--- src/rtl/hazard_controller_if.sv ---
// Hazard controller bundle: pipeline register indices and enables in, stall/flush/forward
// selects out. The pipeline side is the master, the controller the slave.
interface hazard_controller_if;
  logic [4:0] Rs1D;
  logic [4:0] Rs2D;
  logic [4:0] Rs1E;
  logic [4:0] Rs2E;
  logic [4:0] RdE;
  logic [4:0] RdM;
  logic [4:0] RdW;
  logic       RegWriteM;
  logic       RegWriteW;
  logic [1:0] ResultSrcE;
  logic       PCSrcE;
  logic       MdvStartE;
  logic [1:0] ForwardAE;
  logic [1:0] ForwardBE;
  logic       StallF;
  logic       StallD;
  logic       StallE;
  logic       FlushD;
  logic       FlushE;
  logic       FlushM;
  logic       MdvBusy;
  logic       MdvDoneE;

  modport master (
    output Rs1D, Rs2D, Rs1E, Rs2E, RdE, RdM, RdW, RegWriteM, RegWriteW, ResultSrcE, PCSrcE,
           MdvStartE,
    input  ForwardAE, ForwardBE, StallF, StallD, StallE, FlushD, FlushE, FlushM, MdvBusy,
           MdvDoneE
  );

  modport slave (
    input  Rs1D, Rs2D, Rs1E, Rs2E, RdE, RdM, RdW, RegWriteM, RegWriteW, ResultSrcE, PCSrcE,
           MdvStartE,
    output ForwardAE, ForwardBE, StallF, StallD, StallE, FlushD, FlushE, FlushM, MdvBusy,
           MdvDoneE
  );
endinterface

--- src/rtl/hazard_controller.sv ---
// Execute-stage forwarding, load-use stall, branch flush and multi-cycle mul/div sequencing.
// The mul/div sequencer is built only when HAZARD_MULDIV_EN is defined.
module hazard_controller #(
  parameter int unsigned MDV_LATENCY = 32
) (
  input  logic               clk,
  input  logic               reset_n,
  hazard_controller_if.slave hz_io
);

  function automatic logic [1:0] fwd_sel(input logic [4:0] rs, input logic wr_m,
                                         input logic [4:0] rd_m, input logic wr_w,
                                         input logic [4:0] rd_w);
    logic [1:0] sel;
    sel = 2'b00;
    if (wr_m && (rd_m == rs) && (rs != 5'd0)) begin
      sel = 2'b10;
    end else if (wr_w && (rd_w == rs) && (rs != 5'd0)) begin
      sel = 2'b01;
    end
    return sel;
  endfunction

  logic lw_stall;
  logic mdv_stall;
  logic mdv_busy;
  logic mdv_done;

  assign lw_stall = (hz_io.ResultSrcE == 2'b01) && (hz_io.RdE != 5'd0) &&
                    ((hz_io.Rs1D == hz_io.RdE) || (hz_io.Rs2D == hz_io.RdE));

`ifdef HAZARD_MULDIV_EN
  typedef enum logic [1:0] {StIdle, StBusy, StDone} state_e;

  localparam logic [5:0] CntInit = 6'(MDV_LATENCY - 2);

  state_e     state_q, state_d;
  logic [5:0] cnt_q, cnt_d;

  always_ff @(posedge clk or negedge reset_n) begin
    if (!reset_n) begin
      state_q <= StIdle;
      cnt_q   <= 6'd0;
    end else begin
      state_q <= state_d;
      cnt_q   <= cnt_d;
    end
  end

  // A branch resolving alongside the start kills the operation before it begins.
  always_comb begin
    state_d = state_q;
    cnt_d   = cnt_q;
    unique case (state_q)
      StIdle: begin
        if (hz_io.MdvStartE && !hz_io.PCSrcE) begin
          state_d = StBusy;
          cnt_d   = CntInit;
        end
      end
      StBusy: begin
        if (cnt_q == 6'd0) begin
          state_d = StDone;
        end else begin
          cnt_d = cnt_q - 6'd1;
        end
      end
      StDone:  state_d = StIdle;
      default: state_d = StIdle;
    endcase
  end

  always_comb begin
    mdv_stall = ((state_q == StIdle) && hz_io.MdvStartE && !hz_io.PCSrcE) ||
                (state_q == StBusy);
    mdv_busy  = (state_q == StBusy) || ((state_q == StIdle) && mdv_stall);
    mdv_done  = (state_q == StDone);
  end
`else
  logic [8:0] unused_mdv;
  assign unused_mdv = {clk, reset_n, hz_io.MdvStartE, 6'(MDV_LATENCY)};
  assign mdv_stall  = 1'b0;
  assign mdv_busy   = 1'b0;
  assign mdv_done   = 1'b0;
`endif

  assign hz_io.ForwardAE = fwd_sel(hz_io.Rs1E, hz_io.RegWriteM, hz_io.RdM,
                                   hz_io.RegWriteW, hz_io.RdW);
  assign hz_io.ForwardBE = fwd_sel(hz_io.Rs2E, hz_io.RegWriteM, hz_io.RdM,
                                   hz_io.RegWriteW, hz_io.RdW);
  assign hz_io.StallF    = lw_stall || mdv_stall;
  assign hz_io.StallD    = lw_stall || mdv_stall;
  assign hz_io.StallE    = mdv_stall;
  assign hz_io.FlushM    = mdv_stall;
  assign hz_io.FlushD    = hz_io.PCSrcE;
  // Never bubble E while it holds an in-flight multi-cycle operation.
  assign hz_io.FlushE    = (lw_stall || hz_io.PCSrcE) && !mdv_stall;
  assign hz_io.MdvBusy   = mdv_busy;
  assign hz_io.MdvDoneE  = mdv_done;

endmodule

--- src/flat_wrapper.sv ---
// flat-port wrapper written by rule: the top's interface ports become plain ports
module hazard_controller_flat 
#(
  parameter int unsigned MDV_LATENCY = 32
)
  (clk, reset_n, hz_io_Rs1D, hz_io_Rs2D, hz_io_Rs1E, hz_io_Rs2E, hz_io_RdE, hz_io_RdM, hz_io_RdW, hz_io_RegWriteM, hz_io_RegWriteW, hz_io_ResultSrcE, hz_io_PCSrcE, hz_io_MdvStartE, hz_io_ForwardAE, hz_io_ForwardBE, hz_io_StallF, hz_io_StallD, hz_io_StallE, hz_io_FlushD, hz_io_FlushE, hz_io_FlushM, hz_io_MdvBusy, hz_io_MdvDoneE);
  hazard_controller_if hz_io_i ();
  input  logic clk;
  input  logic reset_n;
  input wire logic [$bits(hz_io_i.Rs1D)-1:0] hz_io_Rs1D;
  input wire logic [$bits(hz_io_i.Rs2D)-1:0] hz_io_Rs2D;
  input wire logic [$bits(hz_io_i.Rs1E)-1:0] hz_io_Rs1E;
  input wire logic [$bits(hz_io_i.Rs2E)-1:0] hz_io_Rs2E;
  input wire logic [$bits(hz_io_i.RdE)-1:0] hz_io_RdE;
  input wire logic [$bits(hz_io_i.RdM)-1:0] hz_io_RdM;
  input wire logic [$bits(hz_io_i.RdW)-1:0] hz_io_RdW;
  input wire logic [$bits(hz_io_i.RegWriteM)-1:0] hz_io_RegWriteM;
  input wire logic [$bits(hz_io_i.RegWriteW)-1:0] hz_io_RegWriteW;
  input wire logic [$bits(hz_io_i.ResultSrcE)-1:0] hz_io_ResultSrcE;
  input wire logic [$bits(hz_io_i.PCSrcE)-1:0] hz_io_PCSrcE;
  input wire logic [$bits(hz_io_i.MdvStartE)-1:0] hz_io_MdvStartE;
  output wire logic [$bits(hz_io_i.ForwardAE)-1:0] hz_io_ForwardAE;
  output wire logic [$bits(hz_io_i.ForwardBE)-1:0] hz_io_ForwardBE;
  output wire logic [$bits(hz_io_i.StallF)-1:0] hz_io_StallF;
  output wire logic [$bits(hz_io_i.StallD)-1:0] hz_io_StallD;
  output wire logic [$bits(hz_io_i.StallE)-1:0] hz_io_StallE;
  output wire logic [$bits(hz_io_i.FlushD)-1:0] hz_io_FlushD;
  output wire logic [$bits(hz_io_i.FlushE)-1:0] hz_io_FlushE;
  output wire logic [$bits(hz_io_i.FlushM)-1:0] hz_io_FlushM;
  output wire logic [$bits(hz_io_i.MdvBusy)-1:0] hz_io_MdvBusy;
  output wire logic [$bits(hz_io_i.MdvDoneE)-1:0] hz_io_MdvDoneE;
  assign hz_io_i.Rs1D = hz_io_Rs1D;
  assign hz_io_i.Rs2D = hz_io_Rs2D;
  assign hz_io_i.Rs1E = hz_io_Rs1E;
  assign hz_io_i.Rs2E = hz_io_Rs2E;
  assign hz_io_i.RdE = hz_io_RdE;
  assign hz_io_i.RdM = hz_io_RdM;
  assign hz_io_i.RdW = hz_io_RdW;
  assign hz_io_i.RegWriteM = hz_io_RegWriteM;
  assign hz_io_i.RegWriteW = hz_io_RegWriteW;
  assign hz_io_i.ResultSrcE = hz_io_ResultSrcE;
  assign hz_io_i.PCSrcE = hz_io_PCSrcE;
  assign hz_io_i.MdvStartE = hz_io_MdvStartE;
  assign hz_io_ForwardAE = hz_io_i.ForwardAE;
  assign hz_io_ForwardBE = hz_io_i.ForwardBE;
  assign hz_io_StallF = hz_io_i.StallF;
  assign hz_io_StallD = hz_io_i.StallD;
  assign hz_io_StallE = hz_io_i.StallE;
  assign hz_io_FlushD = hz_io_i.FlushD;
  assign hz_io_FlushE = hz_io_i.FlushE;
  assign hz_io_FlushM = hz_io_i.FlushM;
  assign hz_io_MdvBusy = hz_io_i.MdvBusy;
  assign hz_io_MdvDoneE = hz_io_i.MdvDoneE;
  hazard_controller #(.MDV_LATENCY(MDV_LATENCY)) u_core (.clk(clk), .reset_n(reset_n), .hz_io(hz_io_i));
endmodule
--- config.mk ---
export PLATFORM = sky130hd
export DESIGN_NAME = hazard_controller_flat
export DESIGN_NICKNAME = d
export VERILOG_FILES = /design/src/rtl/hazard_controller_if.sv /design/src/rtl/hazard_controller.sv /design/src/flat_wrapper.sv
export SDC_FILE = /design/constraint.sdc
export NUM_CORES = 1
export LEC_CHECK = 0
export ABC_AREA = 1
export CORE_MARGIN = 3
export CORE_UTILIZATION = 30
export DETAILED_ROUTE_END_ITERATION = 16
export GPL_ROUTABILITY_DRIVEN = 0
export PLACE_DENSITY = 0.77
export SYNTH_ARGS = -nofsm -noshare
export SYNTH_HDL_FRONTEND = slang
export SYNTH_SLANG_ARGS = --single-unit
--- constraint.sdc ---
create_clock -name vclk -period 1.3
set_clock_uncertainty 0.05 [all_clocks]
set_input_delay 0.13 -clock vclk [all_inputs]
set_output_delay 0.13 -clock vclk [all_outputs]
set_load 0.005 [all_outputs]
== Word level (Yosys, flattened, before mapping) ==
Cells that the tools add are included.
Storage, ports and cells
  flip-flop bits (word level): 0
  bits of input ports: 43
  output and inout bits: 12
  logic and storage cells: 26
Cells by class
  eq/ne operators: 7
  multiplexer cells: 4
  reductions and logical operators: 15
Operator list (count)
  5-bit equality test: 6
  5-bit nonzero test: 3
  1-bit logical AND: 10
  2-bit 2-to-1 mux: 2
  2-bit by 1-bit equality test with 1-bit output, second input constant: 1
  1-bit logical OR: 2
  1-bit 2-to-1 mux: 2

== Longest topological paths before layout ==
Gate-level depths: netlist of the first run.
  depth in word-level cells: 5
  gate-level depth with buffers: 9

== Worst setup path before layout of the first run ==
No wires, ideal clock.
  path type: input to output
  start point: input hz_io_RdE[3]
  end point: output hz_io_StallF
  arrival: 0.711 ns
  required time: 1.120 ns
  path slack: 0.409 ns
  stages: 7
  buffers on the path: 1
  cells stage by stage: nor3_1 nand3_1 nand3_1 inv_1 nand2_1 inv_1 buf_4
On the way
  cells in the longest elaborated chain, start to end: 3
RTL lines
  start: declaration: line flat_wrapper.sv:14  | input wire logic [$bits(hz_io_i.RdE)-1:0] hz_io_RdE;
  5-bit equality test / 5-bit nonzero test (equally long branches): line hazard_controller.sv:30, hazard_controller.sv:29
  1-bit logical OR / 1-bit logical AND (equally long branches): line hazard_controller.sv:30, hazard_controller.sv:29
  1-bit logical AND (*): line hazard_controller.sv:29  | assign lw_stall = (hz_io.ResultSrcE == 2'b01) && (hz_io.RdE != 5'd0) &&
  end: declaration: line flat_wrapper.sv:24  | output wire logic [$bits(hz_io_i.StallF)-1:0] hz_io_StallF;
Every way passes the cells marked *; elsewhere a longest branch is shown, timed or not.

== Worst setup path after layout of the first run ==
  start point: input hz_io_Rs1E[0]
  end point: output hz_io_ForwardAE[0]
On the way
  cells in the longest elaborated chain, start to end: 5
RTL lines
  start: declaration: line flat_wrapper.sv:12  | input wire logic [$bits(hz_io_i.Rs1E)-1:0] hz_io_Rs1E;
  5-bit equality test: line hazard_controller.sv:18  | end else if (wr_w && (rd_w == rs) && (rs != 5'd0)) begin
  1-bit logical AND (2 in a row): line hazard_controller.sv:18
  1-bit 2-to-1 mux: line hazard_controller.sv:18
  2-bit 2-to-1 mux (*): line hazard_controller.sv:16  | if (wr_m && (rd_m == rs) && (rs != 5'd0)) begin
  end: declaration: line flat_wrapper.sv:22  | output wire logic [$bits(hz_io_i.ForwardAE)-1:0] hz_io_ForwardAE;
Marks and branches as above.

==> key figures, run 1 <==
Final layout
  • Fin nets: 227
  • Clock buffers: 0
  • Final Non-Filler Cells: 207
  • Diode count: 0
  • Sequential cell count: 0
  • Register Area: 0 µm²
  • Post-route cell area: 0.001081 mm²
  • Final core occ: 0.5818
  • Layout cells sized above 1: 0.2143
  • Synthesis-to-layout area growth: 70.75%

Global routing
  • Vias in the first global route: 743
  • GRT met2 Usage: 0.2950
  • Grt ovf: 0
  • First-pass GRT wire length: 3.111 mm
  • Met3 usage: 0.002865
  • Largest net degree at the start of global routing: 5
  • Met1 usage: 0.1667
  • Gr usage total: 0.1423
  • Antenna violations before repair: 0
  • GR peak layer: met2

Synth
  • Largest family of logic cells by synthesized area: simple AND/OR/NAND/NOR gates
  • Post-synthesis mux area share: 0
  • Synth top area share: 0.2727
  • Post-Synth XOR/XNOR Area: 0.1383
  • Synth top area cells: nand2_1, inv_1, xnor2_1
  • Largest area contributor in the netlist: nand2_1
  • Count of yosys warnings during synthesis: 0
  • Sequential share of the synthesized area: 0
  • Post-Synth Simple-Gate Area: 0.5040
  • Synthesized area per cell: 4.796 µm²
  • Top-count cell post-synth: nand2_1
  • Area share of fa/ha/maj cells after synthesis: 0
  • Synth Instances: 132
  • Synth Area in Compound Gates: 0.1028
  • Cell variety after synth: 21
  • Netlist Area Pre-Place: 633.1 µm²
  • Synth top cells by count: nand2_1, inv_1, nor2_1

STA
  • Final hold violations: 0
  • Fin crit period: 1.265 ns
  • Worst setup margin: 0.03487 ns
  • Final setup violating endpoints: 0
  • Max Freq: 790.4 MHz
  • RSZ-0062 raised after global routing: yes
  • Slew Limit Fails: 0
  • Hold_ws: 0.6678 ns
  • Setup TNS Final: 0 ns
  • Final worst-path cycle share: 0.9732

Hold path
  • HP Class: in -> out
  • Hold_sp: hz_io_Rs2E[2]

Routing
  • TritonRoute pass-1 iters: 4
  • WL final: 2.065 mm
  • Drt initial violations: 7
  • Vias/cell: 4.319
  • Drt wl/cell: 9.976 µm
  • DRC: 0
  • Routed vias: 894
  • Antenna-violating nets left: 0

Placed design
  • # port buffers: 48
  • Dpl cell area: 0.001134 mm²
  • Pre-CTS WS: -0.6359 ns
  • Placed Cells incl. Taps: 205
  • DPL Wire Length: 1.802 mm

Floorplanning
  • Die Y: 51.94 µm
  • Core box area: 0.001858 mm²
  • Die X: 51.94 µm
  • I/O pin total: 55
  • Row Count: 15
  • Initial Utilization: 0.3407
  • Die ar.: 0.002698 mm²

Worst setup path
  • Critical Path Source Type: primary input
  • Setup CP Type: in -> out
  • Critical Path RT: 1.12 ns
  • CP Capture Type: primary output
  • Crit path from: hz_io_Rs1E[0]
  • Critical Path End: hz_io_ForwardAE[0]
  • Crit Path Max Fanout: 4
  • Worst Path Arrival: 1.09 ns

Power and ir drop
  • PwrDens: 260.2 mW/mm²
  • Static leakage: 0.6412 nW
  • Total Power: 0.2812 mW
  • VDD IR max: 119.8 µV

Run
  • Max capacitance violation total: 0

Status
  • Status: complete, no violations

Clock tree
  • Hold buffers post-CTS: 0
==> routing by layer <==
metal  wire (µm)  share of wire
met1         833           0.40
met2        1123           0.54
met3         108          0.052
met4           0              0
met5           0              0
==> kinds of logic after synthesis <==
kind of cell | after synthesis
compound gates | 11
simple gates | 74
buf+inv | 36
xor+xnor | 10
other cells | 1
==> worst min path at each step <==
stage          cells past startpoint                 end  slack, ns
6_report                           5  hz_io_ForwardBE[1]       0.67
5_1_grt                            5  hz_io_ForwardBE[1]       0.71
4_1_cts                            6  hz_io_ForwardBE[0]       0.80
3_5_place_dp                       2        hz_io_FlushD       1.10
3_3_place_gp                       2        hz_io_FlushD       1.07
2_1_floorplan                      2        hz_io_FlushE       0.29
==> where the power goes <==
group | switching, mW | total [mW] | internal (mW)
registers | 0 | 0 | 0
logic | 0.137 | 0.281 | 0.145
clock network | 0 | 0 | 0
==> final cells by class <==
type / instances / area [µm²]
tap: 25 / 31.28
fill: 192 / 777.0
timing repair buffer: 53 / 427.9
inverter: 30 / 112.6
multi-input combinational: 99 / 509.2
==> cells in the final DEF, fill, tap and decap left out <==
cell type / netlist / routed
nor2_1: 11 / 10
clkdlybuf4s50_1: 0 / 3
clkdlybuf4s15_2: 0 / 2
nand3_1: 7 / 7
buf_4: 6 / 5
nand4_1: 2 / 2
xnor2_1: 9 / 9
nand3b_1: 1 / 1
xor2_1: 1 / 1
clkbuf_2: 0 / 10
or2_1: 0 / 1
dlygate4sd2_1: 0 / 20
a21oi_1: 3 / 3
nand2_1: 46 / 44
nand2_2: 0 / 2
o211ai_1: 2 / 2
o21ai_1: 3 / 3
clkdlybuf4s15_1: 0 / 8
dlymetal6s2s_1: 0 / 1
nor2_2: 3 / 4
buf_2: 0 / 4
inv_2: 7 / 8
nor3_2: 2 / 2
conb_1: 1 / 4
o21a_1: 1 / 1
nor3_4: 0 / 1
a21boi_2: 0 / 1
inv_1: 23 / 22
o21ai_0: 1 / 1
==> critical path, cell delays in order <==
cell             delay [ns]
clkdlybuf4s15_2        0.25
nor3_4                 0.05
buf_4                  0.13
a21oi_1                0.15
nand2_1                0.08
nor2_2                 0.10
clkdlybuf4s15_2        0.20
==> repair_timing <==
action                                  4_1_cts  5_1_grt
setup buffers                                 2        0
endpoints found under the setup margin        8        7
pin swaps                                    16       13
resized for setup                            71       26
No activity file was read; power rests on OpenSTA's default activity.
==> run 2: changes to the inputs <==
--- a/config.mk
+++ b/config.mk
@@ -6,11 +6,11 @@
 export NUM_CORES = 1
 export LEC_CHECK = 0
 export ABC_AREA = 1
-export CORE_MARGIN = 3
 export CORE_UTILIZATION = 30
 export DETAILED_ROUTE_END_ITERATION = 16
 export GPL_ROUTABILITY_DRIVEN = 0
 export PLACE_DENSITY = 0.77
+export SLEW_MARGIN = 30
 export SYNTH_ARGS = -nofsm -noshare
 export SYNTH_HDL_FRONTEND = slang
 export SYNTH_SLANG_ARGS = --single-unit
==> run 2 against run 1 <==
  * Power is 1.2% higher
  * Global-route usage is 1.9 points higher
  * Critical endpoint is now hz_io_ForwardAE[1]
  * Hold slack worse by 0.052 ns
  * Critical path type unchanged
  * Sequential share of layout area stayed put
  * Clock-buffer cell count stayed put
==> key figures, run 2 (same netlist as run 1, synthesis figures left out) <==
STA
  • Setup TNS Final: 0 ns
  • Final worst-path cycle share: 0.9275
  • Max Freq: 829.3 MHz
  • Hold_ws: 0.6163 ns
  • Final hold violations: 0
  • Fin crit period: 1.206 ns
  • Slew Limit Fails: 0
  • Final setup violating endpoints: 0

Routing
  • WL final: 1.928 mm
  • Routed vias: 891
  • Drt initial violations: 10
  • TritonRoute pass-1 iters: 4
  • Drt wl/cell: 9.181 µm
  • Antenna-violating nets left: 0
  • Vias/cell: 4.243
  • DRC: 0

Final layout
  • Layout cells sized above 1: 0.2623
  • # fillers: 218
  • Synthesis-to-layout area growth: 68.97%
  • Fin nets: 228
  • Final core occ: 0.5398
  • Diode count: 0
  • Register Area: 0 µm²
  • Commonest non-fill, non-tap cell in the layout: nand2_1
  • Most frequent cells in the layout: nand2_1, inv_1, dlygate4sd2_1
  • Sequential cell count: 0
  • Clock buffers: 0

Worst setup path
  • Critical Path RT: 1.12 ns
  • Crit Path Max Fanout: 2
  • Critical Path Source Type: primary input
  • Worst Path Arrival: 1.03 ns
  • Setup CP Type: in -> out
  • Crit path from: hz_io_RegWriteM
  • CP Capture Type: primary output

Hold path
  • Min-Delay Endpoint: hz_io_ForwardBE[1]
  • Hold_sp: hz_io_RdM[2]
  • Hold depth: 5
  • HP Class: in -> out

Power and ir drop
  • Pint: 0.1457 mW
  • Switching share of power: 0.4880
  • PwrDens: 266.0 mW/mm²
  • Part of the power in combinational logic: 1.000
  • Static leakage: 0.6495 nW
  • Reg power frac: 0
  • VDD IR max: 112.4 µV
  • Switching Power: 0.1389 mW
  • Clock Power Share: 0
  • Total Power: 0.2846 mW

Floorplanning
  • Die ar.: 0.002298 mm²
  • I/O pin total: 55
  • Die Y: 47.94 µm
  • Die X: 47.94 µm
  • Initial Utilization: 0.3194
  • Row Count: 16
  • Core box area: 0.001982 mm²

Placed design
  • DPL Wire Length: 1.587 mm
  • # port buffers: 48

Global routing
  • Vias in the first global route: 695
  • Antenna violations before repair: 0
  • First-pass GRT wire length: 2.766 mm
  • Grt ovf: 0
  • Gr usage total: 0.1618
  • Largest net degree at the start of global routing: 5

Status
  • Status: complete, no violations

Clock tree
  • Hold buffers post-CTS: 0

Run
  • Max capacitance violation total: 0
-- run 2: worst max-delay path by stage --
stage / to
final: hz_io_ForwardAE[1]
after global routing: hz_io_ForwardBE[0]
after floorplan: hz_io_StallF
after detailed placement: hz_io_ForwardBE[0]
after global placement: hz_io_ForwardBE[0]
after CTS: hz_io_StallF
-- run 2: timing repair --
item	CTS	global route
hold endpoints to repair	0	0
pin swaps	21	22
buffers inserted	4	0
resized for setup	79	36
setup endpoints to repair	7	8
-- run 2: power groups by stage --
stage / clock network [mW] / registers [mW] / logic, mW
after floorplan: 0 / 0 / 0.137
after global placement: 0 / 0 / 0.311
final: 0 / 0 / 0.285
after global routing: 0 / 0 / 0.318
after CTS: 0 / 0 / 0.284
after detailed placement: 0 / 0 / 0.314
-- run 2: final cells by class --
cell class                      count  area [µm²]  share of cell area
Inverter                           30       112.6              0.1053
Multi-Input combinational cell     99       521.8              0.4877
Tap cell                           27       33.78             0.03158
Timing Repair Buffer               54       401.6              0.3754
-- run 2: metal layers --
layer  up-vias  wire (µm)  global-route usage
met5         -          0                   0
met2        24       1038              0.3216
met4         0          0                   0
met1       380        820              0.2044
li1        487          -                   -
met3         0         69                   0
-- run 2: per-stage QoR --
| step | setup WS [ns] | std cells | instance area (µm²) |
|---|---|---|---|
| 6_report | 0.09424 | 210 | 1070 |
| 5_1_grt | -0.008045 | 210 | 1070 |
| 4_1_cts | 0.0008503 | 211 | 1126 |
| 3_5_place_dp | -0.5910 | 207 | 1136 |
| 3_3_place_gp | -0.5902 | 207 | 1136 |
| 2_1_floorplan | 0.4092 | 135 | 644.4 |
-- run 2: critical path, stage by stage --
cell and delay (ns):
dlygate4sd2_1 0.21, a21boi_2 0.15, nand4_1 0.13, nor2_2 0.16
dlygate4sd2_1 0.25
==> run 3: changes to the inputs <==
--- a/config.mk
+++ b/config.mk
@@ -6,6 +6,7 @@
 export NUM_CORES = 1
 export LEC_CHECK = 0
 export ABC_AREA = 1
+export CORE_MARGIN = 3
 export CORE_UTILIZATION = 30
 export DETAILED_ROUTE_END_ITERATION = 16
 export GPL_ROUTABILITY_DRIVEN = 0
==> constraint.sdc (replaced) <==
create_clock -name vclk -period 1.5
set_clock_uncertainty 0.05 [all_clocks]
set_input_delay 0.15 -clock vclk [all_inputs]
set_output_delay 0.15 -clock vclk [all_outputs]
set_load 0.005 [all_outputs]
==> run 3 against run 2 <==
  * Via count down 1.6%
  * Power shrank 15%
  * Die area increased by 17%
  * Largest cell class unchanged
==> key figures, run 3 (same netlist as run 1, synthesis figures left out) <==
Routing
  • Vias/cell: 4.257
  • TritonRoute pass-1 iters: 4
  • Routed vias: 877
  • Antenna-violating nets left: 0
  • Drt initial violations: 16
  • WL final: 2.012 mm
  • DRC: 0
  • Drt wl/cell: 9.767 µm

Floorplanning
  • Die ar.: 0.002698 mm²
  • Die Y: 51.94 µm
  • Initial Utilization: 0.3407
  • Core box area: 0.001858 mm²
  • Die X: 51.94 µm
  • I/O pin total: 55
  • Row Count: 15

Worst setup path
  • Worst Path Arrival: 1.22 ns
  • CP top delay family: buffers and inverters
  • Critical Path Source Type: primary input
  • CP Capture Type: primary output
  • Most frequent cell on the critical path: nand2_1
  • Setup CP Type: in -> out
  • Slowest stage delay, CP: 0.48 ns
  • Critical Path RT: 1.30 ns
  • CP Cell Sequence: clkdlybuf4s50_1 -> xnor2_1 -> nand3_1 -> nand2_1 -> nand2_1 -> inv_1 -> clkdlybuf4s15_2
  • Critical path's slowest cell: clkdlybuf4s50_1
  • Buf/Inv on CP: 3
  • Crit Path Max Fanout: 2

Power and ir drop
  • Static leakage: 0.6564 nW
  • VDD IR max: 100.0 µV
  • PwrDens: 221.2 mW/mm²

Run
  • Max capacitance violation total: 0

Placed design
  • DPL Wire Length: 1.802 mm
  • # port buffers: 48

Status
  • Status: complete, no violations

STA
  • Setup TNS Final: 0 ns
  • Hold_ws: 0.7267 ns
  • Slew Limit Fails: 0
  • Fin crit period: 1.415 ns
  • Max Freq: 706.5 MHz
  • Final worst-path cycle share: 0.9436
  • Final setup violating endpoints: 0
  • Final hold violations: 0
  • RSZ-0062 raised after global routing: no

Global routing
  • Antenna violations before repair: 0
  • Vias in the first global route: 710
  • First-pass GRT wire length: 3.001 mm
  • Grt ovf: 0
  • Gr usage total: 0.1370
  • Largest net degree at the start of global routing: 5

Final layout
  • Commonest non-fill, non-tap cell in the layout: nand2_1
  • Diode count: 0
  • Layout cells sized above 1: 0.1436
  • Synthesis-to-layout area growth: 73.71%
  • Most frequent cells in the layout: nand2_1, dlygate4sd2_1, inv_1
  • Sequential cell count: 0
  • Clock buffers: 0
  • Register Area: 0 µm²
  • Fin nets: 226

Hold path
  • HP Class: in -> out
[run 3: cell types whose count changed in the layout (fill, tap and decap cells not counted), sizes merged]
cell and change:
clkdlybuf4s50 +3, dlymetal6s2s +2, dlygate4sd2 +16, clkbuf -11
clkdlybuf4s15 -3, buf -9
[run 3: path summary, 6_finish.rpt]
kind                            start                 end  slack [ns]  cells past startpoint
worst min-delay path  hz_io_RegWriteW  hz_io_ForwardBE[0]        0.73                      6
worst max-delay path    hz_io_Rs1D[4]        hz_io_StallF        0.08                      7
[run 3: metrics by stage]
step / std cells / utilization / setup slack [ns] / instance area, µm² / power [mW]
global placement: 205 / 0.6101 / -0.4457 / 1134 / 0.2687
CTS: 206 / 0.5899 / 0.008695 / 1096 / 0.2430
floorplan: 135 / - / 0.5692 / 644.4 / 0.1185
detailed placement: 205 / 0.6101 / -0.4759 / 1134 / 0.2738
global route: 206 / 0.5919 / 0.01672 / 1100 / 0.2701
finish: 206 / 0.5919 / 0.08465 / 1100 / 0.2433
[run 3: cell type report]
type | instances | area (µm²)
Fill cell | 194 | 758.2
Multi-Input combinational cell | 99 | 495.5
Timing Repair Buffer | 52 | 460.4
Inverter | 30 | 112.6
Tap cell | 25 | 31.28
[run 3: timing repair]
| action | CTS | global route |
|---|---|---|
| buffers inserted | 1 | 0 |
| gates resized for setup | 53 | 9 |
| endpoints found under the setup margin | 7 | 4 |
| hold buffers | 0 | 0 |
| pin swaps | 10 | 4 |
[run 3: metal layers]
metal	part of all wire	up-vias	routed length, µm	GRT usage
li1	-	484	-	-
met1	0.42	368	840	0.1667
met2	0.53	25	1061	0.2762
met3	0.054	0	109	0.002865
met4	0	0	0	0
met5	0	-	0	0
[run 3: tightest hold or removal path: cells and delay by family]
kind,cells,cell delay [ns]
buf+inv,2,0.26
simple gates,4,0.22
[run 3: power by group]
part | internal (mW) | switching, mW | leakage [nW] | total (mW)
Sequential | 0 | 0 | 0 | 0
Combinational | 0.129 | 0.115 | 0.656 | 0.243
Clock | 0 | 0 | 0 | 0
